## src/rtl/display_scheduler.sv

```systemverilog
// Purpose: digit-scan sequencer and frame-synchronous page arbiter for a 4-digit 7-seg display.
// Latency: scan_tick SCAN_DIV cycles after reset; page change at the first frame edge after an advance.
// Backpressure: none; free-running, the downstream mux/decoder consumes outputs every cycle.
//
// Ports:
//   CLK, RST          clock, asynchronous active-low reset
//   btn_next          raw bouncing page-advance button (active-high)
//   auto_en           1 = rotate pages every AUTO_FRAMES frames
//   src0..src3        16-bit page sources
//   scan_tick         1-cycle strobe in the cycle after digit_sel changes
//   digit_sel         active digit, 0 = leftmost [15:12]
//   display           frame-stable display word
//   page              index of the source latched into display
//   frame_start       1-cycle strobe together with scan_tick when digit_sel wraps to 0
module display_scheduler #(
   parameter int SCAN_DIV    = 100000,
   parameter int DB_CYCLES   = 500000,
   parameter int AUTO_FRAMES = 256
) (
   input  logic        CLK,
   input  logic        RST,
   input  logic        btn_next,
   input  logic        auto_en,
   input  logic [15:0] src0,
   input  logic [15:0] src1,
   input  logic [15:0] src2,
   input  logic [15:0] src3,
   output logic        scan_tick,
   output logic [1:0]  digit_sel,
   output logic [15:0] display,
   output logic [1:0]  page,
   output logic        frame_start
);

   localparam int PW = (SCAN_DIV    > 1) ? $clog2(SCAN_DIV)    : 1;
   localparam int DW = (DB_CYCLES   > 1) ? $clog2(DB_CYCLES)   : 1;
   localparam int FW = (AUTO_FRAMES > 1) ? $clog2(AUTO_FRAMES) : 1;

   localparam logic [PW-1:0] PRESC_LAST = PW'(SCAN_DIV - 1);
   localparam logic [DW-1:0] DB_LAST    = DW'(DB_CYCLES - 1);
   localparam logic [FW-1:0] FRAME_LAST = FW'(AUTO_FRAMES - 1);

   typedef enum logic [1:0] {
      IDLE         = 2'd0,
      PRESS_WAIT   = 2'd1,
      HELD         = 2'd2,
      RELEASE_WAIT = 2'd3
   } db_state_t;

   // ---------------------------------------------------------------
   // Scan prescaler and digit counter
   // ---------------------------------------------------------------
   logic [PW-1:0] presc;
   logic          slot_edge;
   logic          frame_edge;

   assign slot_edge  = (presc == PRESC_LAST);
   assign frame_edge = slot_edge && (digit_sel == 2'd3);

   always_ff @(posedge CLK or negedge RST) begin
      if (!RST) begin
         presc       <= '0;
         scan_tick   <= 1'b0;
         digit_sel   <= 2'd0;
         frame_start <= 1'b0;
      end else begin
         scan_tick   <= slot_edge;
         frame_start <= frame_edge;
         if (slot_edge) begin
            presc     <= '0;
            digit_sel <= digit_sel + 2'd1;
         end else begin
            presc <= presc + PW'(1);
         end
      end
   end

   // ---------------------------------------------------------------
   // Button synchronizer
   // ---------------------------------------------------------------
   logic btn_meta;
   logic btn_s;

   always_ff @(posedge CLK or negedge RST) begin
      if (!RST) begin
         btn_meta <= 1'b0;
         btn_s    <= 1'b0;
      end else begin
         btn_meta <= btn_next;
         btn_s    <= btn_meta;
      end
   end

   // ---------------------------------------------------------------
   // Debounce FSM; press is a combinational pulse in the cycle the
   // press is accepted, so a frame edge in that same cycle consumes it.
   // ---------------------------------------------------------------
   db_state_t     db_state, db_state_nx;
   logic [DW-1:0] db_cnt, db_cnt_nx;
   logic          press;

   always_ff @(posedge CLK or negedge RST) begin
      if (!RST) begin
         db_state <= IDLE;
         db_cnt   <= '0;
      end else begin
         db_state <= db_state_nx;
         db_cnt   <= db_cnt_nx;
      end
   end

   always_comb begin
      db_state_nx = db_state;
      db_cnt_nx   = db_cnt;
      press       = 1'b0;
      case (db_state)
         IDLE: begin
            if (btn_s) begin
               db_state_nx = PRESS_WAIT;
               db_cnt_nx   = '0;
            end
         end
         PRESS_WAIT: begin
            if (!btn_s) begin
               db_state_nx = IDLE;
            end else if (db_cnt == DB_LAST) begin
               db_state_nx = HELD;
               press       = 1'b1;
            end else begin
               db_cnt_nx = db_cnt + DW'(1);
            end
         end
         HELD: begin
            if (!btn_s) begin
               db_state_nx = RELEASE_WAIT;
               db_cnt_nx   = '0;
            end
         end
         RELEASE_WAIT: begin
            if (btn_s) begin
               db_state_nx = HELD;
            end else if (db_cnt == DB_LAST) begin
               db_state_nx = IDLE;
            end else begin
               db_cnt_nx = db_cnt + DW'(1);
            end
         end
         default: db_state_nx = IDLE;
      endcase
   end

   // ---------------------------------------------------------------
   // Page selection; everything that changes the visible word is
   // gated by frame_edge so a scan never mixes two pages.
   // ---------------------------------------------------------------
   logic          pending;
   logic [FW-1:0] fcnt;
   logic          advance;
   logic [1:0]    page_nx;
   logic [15:0]   src_sel;

   assign advance = pending | press | (auto_en & (fcnt == FRAME_LAST));
   assign page_nx = advance ? page + 2'd1 : page;

   always_comb begin
      src_sel = src0;
      case (page_nx)
         2'd0:    src_sel = src0;
         2'd1:    src_sel = src1;
         2'd2:    src_sel = src2;
         default: src_sel = src3;
      endcase
   end

   always_ff @(posedge CLK or negedge RST) begin
      if (!RST) begin
         page    <= 2'd0;
         display <= 16'h0000;
         pending <= 1'b0;
         fcnt    <= '0;
      end else if (frame_edge) begin
         page    <= page_nx;
         display <= src_sel;       // re-sampled every frame, even without a page change
         pending <= 1'b0;          // either consumed here or was already clear
         if (advance || !auto_en) begin
            fcnt <= '0;
         end else begin
            fcnt <= fcnt + FW'(1);
         end
      end else if (press) begin
         pending <= 1'b1;          // multiple presses collapse into one advance
      end
   end

endmodule
```

## config.mk

```make
export PLATFORM = sky130hd
export DESIGN_NAME = display_scheduler
export DESIGN_NICKNAME = d
export VERILOG_FILES = /design/src/rtl/display_scheduler.sv
export SDC_FILE = /design/constraint.sdc
export NUM_CORES = 1
export LEC_CHECK = 0
export ABC_AREA = 1
export BUFFER_PORTS_ARGS = -buffer_cell sky130_fd_sc_hd__buf_2
export CAP_MARGIN = 0
export CORE_UTILIZATION = 51
export CTS_BUF_LIST = sky130_fd_sc_hd__clkbuf_4
export DETAILED_ROUTE_END_ITERATION = 10
export GPL_TIMING_DRIVEN = 0
export PLACE_DENSITY = 0.87
export SETUP_SLACK_MARGIN = 0.5
export SYNTH_ARGS = -nofsm -noshare
export SYNTH_HDL_FRONTEND = slang
export SYNTH_SLANG_ARGS = --single-unit
```

## constraint.sdc

```tcl
create_clock -name CLK -period 2.04 [get_ports CLK]
set_clock_uncertainty 0.05 [all_clocks]
set_input_delay 0.51 -clock CLK [delete_from_list [all_inputs] [get_ports CLK]]
set_output_delay 0.51 -clock CLK [all_outputs]
set_load 0.02 [all_outputs]
```

# Word level (Yosys, flattened, before mapping)
# Cells that the tools add are included.
classes:
  n_bitwise: 3
  n_reduce_logical: 8
  addsub: 5
  muxes: 22
  eq_ne: 15
ops:
  columns: ["cell", "n"]
  rows:
  - ["$mux W19", 5]
  - ["$pmux W19 S4", 1]
  - ["$pmux W16 S3", 1]
  - ["$add A19 B1 Y19 const B", 1]
  - ["$eq A19 B19 Y1 const B", 1]
  - ["$add A17 B1 Y17 const B", 1]
  - ["$eq A17 B17 Y1 const B", 1]
  - ["$mux W17", 1]
  - ["$mux W2", 7]
  - ["$add A8 B1 Y8 const B", 1]
  - ["$eq A2 B2 Y1 const B", 4]
  - ["$eq A8 B8 Y1 const B", 1]
  - ["$mux W8", 1]
  - ["$ne A2 B2 Y1 const B", 4]
  - ["$pmux W2 S4", 1]
  - ["$reduce_and A4 Y1", 2]
  - ["$ne A3 B3 Y1 const B", 2]
  - ["$mux W1", 5]
  - ["$add A2 B1 Y2 const B", 2]
  - ["$eq A2 B1 Y1 const B", 2]
  - ["$logic_not A2 Y1", 2]
  - ["$or A1 B1 Y1", 2]
  - ["$reduce_bool A2 Y1", 1]
  - ["$and A1 B1 Y1", 1]
  - ["3 further kinds", 3]
word_totals:
  wordCells: 65
  inputBits: 68
  regBits: 71
  output_inout_bits: 22

# Longest topological paths before layout
# Gate-level depths: netlist of the first run.
depth:
  depth_word: 9
  mapped_depth: 14
  depth_no_buf: 13

# Worst setup path before layout of the first run
# No wires, ideal clock.
synth_path:
  path_type: "register to register"
  start: "register db_cnt[0]"
  end: "register display[2]"
  setup_ps: 117
  path_stages_with_launch: 12
  period_less_slack_ps: 1900
  t_required_ps: 1873
  path_buffers: 1
  slack_ps: 140
  t_arrival_ps: 1733
  cell_sequence: "dfrtp_1 > ha_1 > nand3_2 > nor3_4 > nand3_4 > nand4_4 > nand2_8 > nor2_8 > buf_6 > a21oi_2 > nand2_1 > nand2_1"
synth_between:
  elab_chain_len: 9
  elab_cells_between_ends: 11
  cone_classes: "3 x eq/ne; 5 x mux; 2 x bitwise; 1 x reduce/logical"
synth_lines:
  columns: ["item", "line_no", "source"]
  rows:
  - ["from (decl)", "99", "logic [DW-1:0] db_cnt, db_cnt_nx;"]
  - ["from (signal assigned)", "108", "db_cnt <= db_cnt_nx;"]
  - ["$eq A19 B19 Y1 (*)", "126", "end else if (db_cnt == DB_LAST) begin"]
  - ["$mux W1 (*)", "126", null]
  - ["$mux W1 (*)", "124", "if (!btn_s) begin"]
  - ["$mux W1 (*)", "116", "case (db_state)"]
  - ["$or A1 B1 Y1 (*) (2 in series)", "162", "assign advance = pending | press | (auto_en & (fcnt == FRAME_LAST));"]
  - ["$mux W2 (*)", "163", "assign page_nx = advance ? page + 2'd1 : page;"]
  - ["$eq A2 B2 Y1, or another cell as far along", "167", "case (page_nx)"]
  - ["$pmux W16 S3 (*)", "167", null]
  - ["to (signal assigned)", "183", "display <= src_sel;"]
  - ["to (decl)", "30", "output logic [15:0] display,"]
# Mark *: on every way between the ends. The rest lies on a longest branch, timed or not.
# A chain may end at the register's enable or synchronous reset.

# Worst setup path after layout of the first run
layout_path:
  start: "register db_cnt[11]"
  end: "register display[5]"
# Same word-level chain as after synthesis.

==> metrics.md, run 1 <==
| Metric | Value |
|---|---|
| # fillers | approximately 430 |
| RSZ-0062 raised after global routing | yes |
| Die extent in y | slightly above 90 um |
| Leak Pwr | between 2 and 3 nW |
| Max-cap violations | 0 |
| DR pass1 iterations | 5 |
| Initial Utilization | between 50% and 60% |
| PnR worst setup slack | -0.118 ns |
| DR vias/cell | roughly 6 |
| CTS tree | built |
| Die Area | around 8500 um^2 |
| GP Congestion | about 0.88 |
| Gr ovfl total | 0 |
| WS Path Type | reg2reg |
| Placed Cells | 721 |
| Total GRT Usage | 29.9% |
| Final hold violation count | 0 |
| Most numerous cell in the Yosys netlist | nand2_1 |
| CTS max path bufs | 2 |
| Top cells by count, synth | nand2_1, nand3_1, dfrtp_1, inv_1, nor2_1 |
| Antenna-violating nets left | 0 |
| Clock-pin slew on the worst setup and hold paths | about 0.13 ns |
| I/O pin count | 90 |
| Core Region | a little under 8000 um^2 |
| Number of global-route vias before repair | 4364 |
| Top cell type by total area after synthesis | dfrtp_1 |
| Post-synth top flop | dfrtp_1 |
| Final period util | 106% |
| DP HPWL | roughly 7600 um |
| Power Density | 473 nW/um^2 |
| Ys Warns | 0 |
| Vias | 4987 |
| Slew Limit Fails | 0 |
| Critical path startpoint category | flop |
| Fmax | between 400 and 500 MHz |
| Outcome | complete, but fails checks |
| Die Wd | 92.4 um |
| Rel. slew slack | 39.7% |
| Hold Path Class | in2async |
| Synth Instances | between 500 and 600 |
| # nets final | 779 |
| Cell area after synthesis | around 4200 um^2 |
| Area occupied by multi-input gates | roughly 2600 um^2 |
| Synth top area cells | dfrtp_1, nand2_1, nand3_1 |
| Worst path arrival time | 2.44 ns |
| Drt initial violations | ~450 |
| Synth top area share | between 40% and 50% |
| Fraction of layout cells with a size suffix above 1 | 47.5% |
| Syn nets | roughly 600 |
| Largest net degree at the start of global routing | 72 |
| Worst-path fanout max | 7 |
| Drt total wl | 16200 um |
| Total Neg Setup Slack | -1.16 ns |
| Clock Tree Root | clkbuf_4 |
| Area grow syn2layout | 52.5% |
| Post-Layout Cell Count | between 800 and 900 |
| Synthesized flop and latch total | 71 |
| Clk sinks | 71 |
| Netlist cell types | 40 |
| Register area | 1790 um^2 |
| VDD IR-drop max | 302 uV |
| Fin crit period | roughly 2.2 ns |
| Setup crit end kind | flop |
| Final setup vio count | 16 |
| Total Power | 3.01 mW |
| IO Port Bufs | between 80 and 90 |
| Pre-CTS setup slack | -0.104 ns |
| Hold Buf Count CTS | 0 |
| Drt drc | 0 |
| Post-synth ARST share | 100% |
| CTS buffer count | 9 |
| # rows | 32 |
| Clk_lat worst skew | around 0.43 ns |
| Synth Area per Inst | 7.86 um^2 |
| First-pass GRT wire length | a little under 20000 um |
| Number of synthesized flops with an enable pin | 0 |
| DR WL/cell | slightly below 20 um |
| Worst slew pin tran | 0.905 ns |
| Initial antenna violation count | 1 |
| Violated checks | negative setup slack |
| Sequential share of the synthesized area | 42.6% |
| Critical Path RT | 2.32 ns |
| CTS H-tree lvls | 3 |
## logic make-up (layout without fill, tap and decap cells)
kind of cell               Yosys count  count (layout)  share of synthesized area (%)
and+or+nand+nor                    268             268                           31.5
buffers and inverters               90             272                           9.22
AOI/OAI and AO/OA                   81              81                           12.1
DFF                                 71              71                           42.6
xor gates and xnor gates            16              16                           3.36
adders and majority gates            4               4                           1.20
other                                0               1                              0
## path summary, 6_finish.rpt
| path | from | endpoint | slack, ns | cells after the start |
|---|---|---|---|---|
| min in group CLK | btn_next | btn_meta | 0.14 | 1 |
| max reg2reg | db_cnt[11] | display[5] | -0.12 | 11 |
| min | RST | db_cnt[13] | 0.13 | 1 |
| max in group asynchronous | RST | db_state[0] | 1.15 | 1 |
| min reg2reg | btn_meta | btn_s | 0.33 | 0 |
| max | db_cnt[11] | display[5] | -0.12 | 11 |
## cells in the final DEF, fill, tap and decap left out, types with 3 or more instances in the layout
| cell type | count |
|---|---|
| nor3_1 | 8 |
| nand2_2 | 14 |
| buf_2 | 68 |
| clkbuf_4 | 11 |
| nor2_4 | 10 |
| nand2_1 | 96 |
| o22ai_1 | 3 |
| bufinv_16 | 3 |
| dfrtp_1 | 63 |
| nand2_4 | 4 |
| a21oi_1 | 20 |
| inv_2 | 11 |
| nor2_2 | 6 |
| o21ai_0 | 8 |
| o21ai_1 | 8 |
| ha_4 | 3 |
| nand3_4 | 8 |
| dfrtp_2 | 8 |
| a21oi_2 | 15 |
| o31ai_1 | 3 |
| nor2_1 | 23 |
| buf_8 | 3 |
| nand3_2 | 39 |
| nand3_1 | 31 |
| o21ai_2 | 3 |
| nor3_2 | 5 |
| buf_6 | 42 |
| o211ai_1 | 16 |
| nand4_1 | 11 |
| inv_1 | 62 |
| xor2_1 | 13 |
| buf_4 | 61 |
| nand2_8 | 3 |
## flip-flops by register name, indices dropped and copies added, names as in the netlist, named ones only
signal and flops:
btn_meta 1, btn_s 1, db_cnt 19, db_state 1, digit_sel 2, display 16, fcnt 8, frame_start 1
page 2, pending 1, presc 17, scan_tick 1
## per-stage QoR
step | utilization [%] | area, um^2 | hold WS, ns
after floorplan | - | 4240 | 0.164
after global placement | 61.6 | 4810 | 0.294
after detailed placement | 61.6 | 4810 | 0.302
after CTS | 72.5 | 5660 | 0.114
after global routing | 81.4 | 6350 | 0.114
final | 81.4 | 6350 | 0.135
## final cells by class
type / count / share of cell area [%]
sequential: 71 / 28.1
clock buffer: 9 / 1.06
multi-input combinational: 369 / 40.3
buffer: 14 / 2.05
timing repair buffer: 166 / 19.8
inverter: 76 / 4.73
tap: 102 / 2.01
antenna: 1 / 0.0394
clock inverter: 7 / 1.89
## worst max-delay path, stage by stage, from the launching register on
cell     delay [ns]
dfrtp_1        0.47
nor2_2         0.14
nand2_2        0.09
nor3_4         0.28
nand3_4        0.16
nand4_1        0.23
nand2_8        0.13
buf_6          0.17
nand3_1        0.10
nand3_1        0.10
nand2_1        0.10
nand2_1        0.05
## power by group
part           internal (mW)  switching, mW  leakage, nW  total (mW)
logic                  0.147          0.189         1.92       0.336
registers               1.44         0.0507        0.838        1.49
clock network          0.624          0.555       0.0965        1.18
## what timing repair did
action,4_1_cts,5_1_grt
pin swaps,30,48
gates cloned,2,1
resized for setup,96,107
setup endpoints to repair,76,85
buffers inserted,40,34
## metal layers
layer	wire length, um	GRT usage (%)	part of all wire, %	vias to the layer above
li1	-	-	-	2125
met1	5780	34.9	36	2425
met2	8100	52.5	50	324
met3	1250	6.73	7.7	113
met4	1040	12.8	6.4	0
met5	0	0	0	-
Power figures use the tool's default switching activity.
==> run 2: changes to the inputs <==
--- a/config.mk
+++ b/config.mk
@@ -16,2 +16,3 @@
 export SETUP_SLACK_MARGIN = 0.5
+export SKIP_LAST_GASP = 1
 export SYNTH_ARGS = -nofsm -noshare
--- a/constraint.sdc
+++ b/constraint.sdc
@@ -4,2 +4,2 @@
 set_output_delay 0.51 -clock CLK [all_outputs]
-set_load 0.02 [all_outputs]
+set_load 0.005 [all_outputs]
==> run 2 against run 1 <==
Against the previous run: non-clock buffer count rose by 24; routed wire length rose by 3.4%; worst setup slack got worse by 0.093 ns; combinational power rose by 23%; the run still ends with negative setup slack left; sequential cell count did not move; via count rose by 3.1%; final cell count rose by 2.8%; clock power fell by 9%.
==> metrics.md, run 2 (synthesis results as in run 1) <==
| Metric | Value |
|---|---|
| DR pass1 iterations | 7 (+2) |
| Clock-pin slew on the worst setup and hold paths | 0.14 ns (about the same) |
| I/O pin count | 90 (unchanged) |
| Layer with the highest usage | met2 |
| Fin crit period | 2.25 ns (+0.0929 ns) |
| WP depth | 14 (+3) |
| Area grow syn2layout | 53.6% |
| Worst-path cell chain | inv_2 -> nor2_2 -> nand2_2 -> nor3_4 -> nand3_4 -> nand3_4 -> nand2_8 -> nand2_8 -> buf_6 -> clkbuf_16 -> nand3_1 -> nand3_1 -> nand2_1 -> nand2_1 |
| RSZ-0062 raised after global routing | yes |
| Drt total wl | 16700 um (+3.4%) |
| Worst Hold Slack | 0.107 ns (-0.0283 ns) |
| Number of global-route vias before repair | 4317 (-1.1%) |
| Drt initial violations | 595 (+33%) |
| Vias | 5143 (+3.1%) |
| Power Density | 464 nW/um^2 (-1.9%) |
| GP Congestion | 0.929 (+5.5%) |
| Fmax | 444 MHz (-4.1%) |
| Largest net degree at the start of global routing | 72 (unchanged) |
| Outcome | complete, but fails checks |
| CP bufs+invs | 3 (+2) |
| First-pass GRT wire length | 19700 um (-1.1%) |
| Clock Tree Root | clkbuf_4 |
| Initial Utilization | 53.4% (unchanged) |
| Setup crit end kind | flop |
| Post-route cell area | 6400 um^2 (+0.77%) |
| Reg2reg end | display[3] |
| Hold Path Class | in2async |
| DR WL/cell | 19.9 um (+0.51%) |
| Global Route met1 Usage | 36.0% (+1.1 points) |
| Worst reg2reg startpoint | db_cnt[13] |
| Total GRT Usage | 29.0% (-0.92 points) |
| Largest registers | db_cnt x19, presc x17, display x16 |
| Die Area | 8540 um^2 (unchanged) |
| Hold Buf Count CTS | 0 (unchanged) |
| Max reg flops | 19 (unchanged) |
| Max-cap violations | 0 (unchanged) |
| Final setup vio count | 25 (+9) |
| DR vias/cell | 6.14 (+0.30%) |
| Core Util, Final | 82.0% (+0.62 points) |
| Violated checks | negative setup slack |
| CTS buffer count | 9 (unchanged) |
| Worst slew pin tran | 0.899 ns (-0.00539 ns) |
| Drt drc | 0 (unchanged) |
| Gr ovfl total | 0 (unchanged) |
| IO Port Bufs | 89 (unchanged) |
| R2r worst-path depth | 14 (+3) |
| Slew Limit Fails | 0 (unchanged) |
| # nets final | 803 (+3.1%) |
| VDD IR-drop max | 336 uV (+11%) |
| PnR worst setup slack | -0.211 ns (-0.0929 ns) |
| Number of inserted diodes | 0 (-1) |
| Worst path arrival time | 2.62 ns (+0.18 ns) |
| Die Wd | 92.4 um (unchanged) |
| Rel. slew slack | 40.1% (+0.36 points) |
| Biggest register | db_cnt |
| DP HPWL | 7450 um (-1.9%) |
| CTS max path bufs | 2 (unchanged) |
| Worst-path fanout max | 6 (-1) |
| Total Power | 2.97 mW (-1.2%) |
| Global Route met3 Usage | 6.16% (-0.57 points) |
| CP max-delay cell | dfrtp_1 |
| CP delay by family, top | simple AND/OR/NAND/NOR gates |
| Antenna-violating nets left | 0 (unchanged) |
| # fillers | 403 (-5.6%) |
| Initial antenna violation count | 0 (-1) |
| WS Path Type | reg2reg |
| CTS tree | built |
| Die extent in y | 92.4 um (unchanged) |
| Clk sinks | 71 (unchanged) |
| Final period util | 110% (+4.6 points) |
| # rows | 32 (unchanged) |
| Clk_lat worst skew | 0.46 ns (+0.03 ns) |
| DP Area | 4810 um^2 (unchanged) |
| GRT met2 Usage | 48.8% (-3.7 points) |
| Critical path startpoint category | flop |
| Critical Path RT | 2.40 ns (+0.08 ns) |
| Leak Pwr | 2.91 nW (+2.3%) |
| Most frequent cells in the layout | nand2_1, buf_2, buf_4 |
| Reg2Reg Setup Slack | -0.21 ns (-0.09 ns) |
| Final hold violation count | 0 (unchanged) |
| CTS H-tree lvls | 3 (unchanged) |
| CP peak stage delay | 0.44 ns (-0.03 ns) |
| Core Region | 7810 um^2 (unchanged) |
| Commonest non-fill, non-tap cell in the layout | nand2_1 |
| Fraction of layout cells with a size suffix above 1 | 49.2% (+1.7 points) |
run 2: cell types whose count changed in the layout (fill, tap and decap cells not counted), moves of 3 or more:
cell     change
buf_2       +20
buf_4       +25
buf_6       -23
inv_2        -3
nand3_1      +4
nand3_2      -4
nor2_2       +5
nor2_4       -3
o21ai_0      -4
o21ai_1      +3
run 2: power by group:
group	leakage, nW	internal, mW	switching (mW)	total, mW
Clock	0.0840	0.506	0.560	1.07
Sequential	0.836	1.44	0.0496	1.49
Combinational	1.99	0.187	0.226	0.414
Total	2.91	2.13	0.836	2.97
run 2: worst max-delay path by stage:
stage                          start     endpoint  slack, ns
after floorplan            db_cnt[0]   display[2]       0.22
after global placement     db_cnt[0]  display[11]      -0.04
after detailed placement   db_cnt[0]  display[15]      -0.07
after CTS                  db_cnt[0]  display[13]      -0.03
after global routing         fcnt[3]   display[7]      -0.26
final                     db_cnt[13]   display[3]      -0.21
run 2: what timing repair did:
item / CTS / global route
pin swaps: 23 / 47
buffers inserted: 43 / 54
endpoints found under the setup margin: 62 / 83
gates resized for setup: 54 / 119
gates cloned: 2 / 2
run 2: worst reg2reg max path, stage by stage, from the launching register on:
cell	delay [ns]
dfrtp_1	0.44
inv_2	0.07
nor2_2	0.13
nand2_2	0.09
nor3_4	0.27
nand3_4	0.15
nand3_4	0.15
nand2_8	0.09
nand2_8	0.12
buf_6	0.13
clkbuf_16	0.14
nand3_1	0.10
nand3_1	0.13
nand2_1	0.09
nand2_1	0.06
run 2: area by class of cell:
class / instances / area [um^2] / share of cell area [%]
Tap cell: 102 / 128 / 1.99
Multi-Input combinational cell: 369 / 2540 / 39.7
Sequential cell: 71 / 1790 / 27.9
Inverter: 76 / 305 / 4.77
Buffer: 14 / 153 / 2.38
Timing Repair Buffer: 190 / 1330 / 20.7
Clock buffer: 10 / 75.1 / 1.17
Clock inverter: 6 / 85.1 / 1.33
run 2: metrics by stage:
step,setup TNS (ns),cells,setup WS [ns]
after floorplan,0,530,0.224
after global placement,-0.219,721,-0.0396
after detailed placement,-0.476,721,-0.0659
after CTS,-0.136,782,-0.0277
after global routing,-4.34,838,-0.259
final,-3.02,838,-0.211
run 2: metal layers:
layer | wire length [um] | vias up
li1 | - | 2164
met1 | 5920 | 2433
met2 | 8130 | 396
met3 | 1530 | 148
met4 | 1110 | 2
met5 | 22 | -
==> run 3: changes to the inputs <==
- ABC_AREA: 1 -> unset
- CORE_UTILIZATION: 51 -> 50
- PLACE_DENSITY: 0.87 -> unset
- PLACE_DENSITY_LB_ADDON: unset -> 0.2
==> run 3 against run 2 <==
Against the previous run: the flow still finishes with violations (negative setup slack); fmax is 4.8% lower; via count is 21% lower; critical path depth is 7 lower; global-route usage is 2.7 points lower; first-iteration DRC count is 67% lower; worst hold slack better by 0.042 ns; non-clock buffer count is 37 lower; routed wire length is 29% lower; critical endpoint is now display[2]; largest cell class unchanged; largest power group unchanged; highest routed layer is now met4.
==> metrics.md, run 3 <==
| Metric | Value |
|---|---|
| Number of inserted diodes | 0 (unchanged) |
| CTS buffer count | 9 (unchanged) |
| Drt initial violations | 199 (-67%) |
| Outcome | complete, but fails checks |
| Top cell type by total area after synthesis | dfrtp_1 |
| Crit path launch | presc[11] |
| Commonest non-fill, non-tap cell in the layout | buf_2 |
| DR WL/cell | 17.6 um (-12%) |
| Post-Layout Cell Count | 672 (-20%) |
| Hold Buf Count CTS | 0 (unchanged) |
| Worst-path cell chain | or4b_4 -> or4_4 -> or2_1 -> buf_6 -> buf_6 -> nand2_1 -> nand3_1 |
| Worst slew pin tran | 0.906 ns (+0.00640 ns) |
| Core Region | 8300 um^2 (+6.3%) |
| Sequential share of the synthesized area | 41.0% (-1.6 points) |
| CP max-delay cell | or4_4 |
| Clk_lat worst skew | 0.41 ns (-0.05 ns) |
| Most frequent cells in the layout | buf_2, dfrtp_1, nand2_1 |
| Antenna-violating nets left | 0 (unchanged) |
| Drt drc | 0 (unchanged) |
| Cell area after synthesis | 4330 um^2 (+4.0%) |
| Power Density | 414 nW/um^2 (-11%) |
| P_sw | 0.634 mW (-24%) |
| Synth Area per Inst | 10.6 um^2 (+34%) |
| Synth top area cells | dfrtp_1, mux4_2, nand4_1 |
| Die Wd | 95.1 um (+2.9%) |
| Area grow syn2layout | 36.6% |
| Vias | 4054 (-21%) |
| Internal power | 1.82 mW (-15%) |
| WS Path Type | reg2reg |
| Top cells by count, synth | dfrtp_1, nand2_1, nand3_1, mux4_2, nand4_1 |
| CTS H-tree lvls | 3 (unchanged) |
| Violated checks | negative setup slack |
| GP Congestion | 0.778 (-16%) |
| Worst-path fanout max | 10 (+4) |
| Fin crit period | 2.36 ns (+0.113 ns) |
| RSZ-0062 raised after global routing | yes |
| CP delay by family, top | simple AND/OR/NAND/NOR gates |
| Placed Cells | 604 (-16%) |
| Final setup vio count | 38 (+52%) |
| # rows | 33 (+3.1%) |
| Synth top area share | 41.0% (-1.6 points) |
| Biggest register | db_cnt |
| Leak Pwr | 2.46 nW (-16%) |
| Rel. slew slack | 39.6% (-0.43 points) |
| Max-cap violations | 0 (unchanged) |
| Hold Path Class | in2async |
| Fraction of layout cells with a size suffix above 1 | 48.5% (-0.68 points) |
| Clock Tree Root | clkbuf_4 |
| DP HPWL | 7430 um (-0.15%) |
| Total Power | 2.45 mW (-18%) |
| Ys Warns | 0 (unchanged) |
| Slew Limit Fails | 0 (unchanged) |
| Die extent in y | 95.1 um (+2.9%) |
| Worst reg2reg startpoint | presc[11] |
| Gr ovfl total | 0 (unchanged) |
| CP bufs+invs | 2 (-1) |
| DR vias/cell | 6.03 (-1.7%) |
| Critical Path RT | 2.28 ns (-0.12 ns) |
| Number of global-route vias before repair | 3971 (-8.0%) |
| Clock power share | 31.2% (-4.7 points) |
| VDD IR-drop max | 287 uV (-15%) |
| Die Area | 9040 um^2 (+5.9%) |
| Syn nets | 482 (-20%) |
| IO Port Bufs | 89 (unchanged) |
| First-pass GRT wire length | 18400 um (-6.5%) |
| Drt total wl | 11900 um (-29%) |
| Synthesized flop and latch total | 71 (unchanged) |
| CTS max path bufs | 2 (unchanged) |
| Initial antenna violation count | 0 (unchanged) |
| Sequential power share | 58.6% (+8.4 points) |
| Synth Instances | 410 (-23%) |
| Netlist cell types | 49 (+23%) |
| Fmax | 423 MHz (-4.8%) |
| Setup crit end kind | flop |
| Number of synthesized flops with an enable pin | 0 (unchanged) |
| # nets final | 634 (-21%) |
| Max reg flops | 19 (unchanged) |
| Final period util | 116% (+5.5 points) |
| # fillers | 601 (+49%) |
| Post-synth ARST share | 100% (unchanged) |
| Critical path's most frequent cell | buf_6 |
| DR pass1 iterations | 5 (-2) |
| CP peak stage delay | 0.57 ns (+0.13 ns) |
| CTS tree | built |
| Reg2Reg Setup Slack | -0.32 ns (-0.11 ns) |
| Comb pwr share | 10.2% (-3.7 points) |
| Total GRT Usage | 26.3% (-2.7 points) |
| Largest registers | db_cnt x19, presc x17, display x16 |
| Final hold violation count | 0 (unchanged) |
| Post-synth top flop | dfrtp_1 |
| Critical path startpoint category | flop |
| Register area | 1780 um^2 (-0.21%) |
| Worst Hold Slack | 0.148 ns (+0.0418 ns) |
| Clock-pin slew on the worst setup and hold paths | 0.12 ns (-0.02 ns) |
| PnR worst setup slack | -0.324 ns (-0.113 ns) |
| Clk sinks | 71 (unchanged) |
| Area occupied by multi-input gates | 2710 um^2 (+6.3%) |
| Worst path arrival time | 2.60 ns (-0.02 ns) |
| Sw Share | 25.9% (-2.3 points) |
| Most numerous cell in the Yosys netlist | dfrtp_1 |
| I/O pin count | 90 (unchanged) |
| Largest net degree at the start of global routing | 72 (unchanged) |
| Initial Utilization | 52.2% (-1.2 points) |
## run 3: through the flow
stage	TNS [ns]	instance area, um^2	worst slack, ns	util, %
floorplan	-4.25	4430	-0.188	-
global placement	-9.00	5010	-0.430	60.4
global route	-10.06	5920	-0.379	71.3
CTS	-6.45	5560	-0.295	67.0
finish	-7.82	5920	-0.324	71.3
detailed placement	-9.96	5010	-0.487	60.4
## run 3: final timing paths
kind                         endpoint  cells after the start
max in group asynchronous   presc[12]                      1
min in group CLK             btn_meta                      1
hold / removal               presc[2]                      1
hold reg to reg                 btn_s                      0
setup reg to reg           display[2]                      7
setup / recovery           display[2]                      7
## run 3: worst reg2reg max path, cell delays in order, from the launching register on
cell,delay [ns]
dfrtp_1,0.41
or4b_4,0.55
or4_4,0.57
or2_1,0.26
buf_6,0.14
buf_6,0.14
nand2_1,0.07
nand3_1,0.07
## run 3: layer usage
| layer | wire, um | up-vias | part of all wire, % | track usage (%) |
|---|---|---|---|---|
| li1 | - | 1888 | - | - |
| met1 | 4790 | 1974 | 40 | 32.6 |
| met2 | 6080 | 171 | 51 | 44.9 |
| met3 | 723 | 21 | 6.1 | 6.30 |
| met4 | 259 | 0 | 2.2 | 8.84 |
| met5 | 0 | - | 0 | 0 |
## run 3: power groups by stage
stage | Combinational [mW] | Sequential, mW | Clock (mW)
finish | 0.250 | 1.44 | 0.765
global placement | 0.210 | 1.46 | 0
CTS | 0.243 | 1.43 | 0.767
global route | 0.272 | 1.44 | 0.839
detailed placement | 0.218 | 1.46 | 0
floorplan | 0.0949 | 1.46 | 0
## run 3: what timing repair did
action                                  4_1_cts  5_1_grt
endpoints found under the setup margin       65       79
buffers inserted                             29       20
cloned                                        1        2
endpoints found under the hold margin         0        0
resized for setup                            57       50
pin swaps                                    23       29
## run 3: final cells by class
| class | instances | area share, % |
|---|---|---|
| flip-flops and latches | 71 | 30.1 |
| clock buffers | 11 | 1.40 |
| inverters | 9 | 0.698 |
| repair buffers | 141 | 15.9 |
| multi-input cells | 304 | 45.7 |
| clock inverters | 5 | 0.423 |
| plain buffers | 26 | 3.51 |
| well taps | 105 | 2.22 |
## run 3: logic make-up after synthesis
kind of cell,count (synthesis),synth area share (%)
buffers and inverters,35,3.98
multiplexers,35,17.4
adder cells (fa/ha/maj),4,1.16
AND/OR/NAND/NOR,171,20.6
AO/OA/AOI/OAI,75,12.0
XOR/XNOR,19,3.84
flip-flops,71,41.0
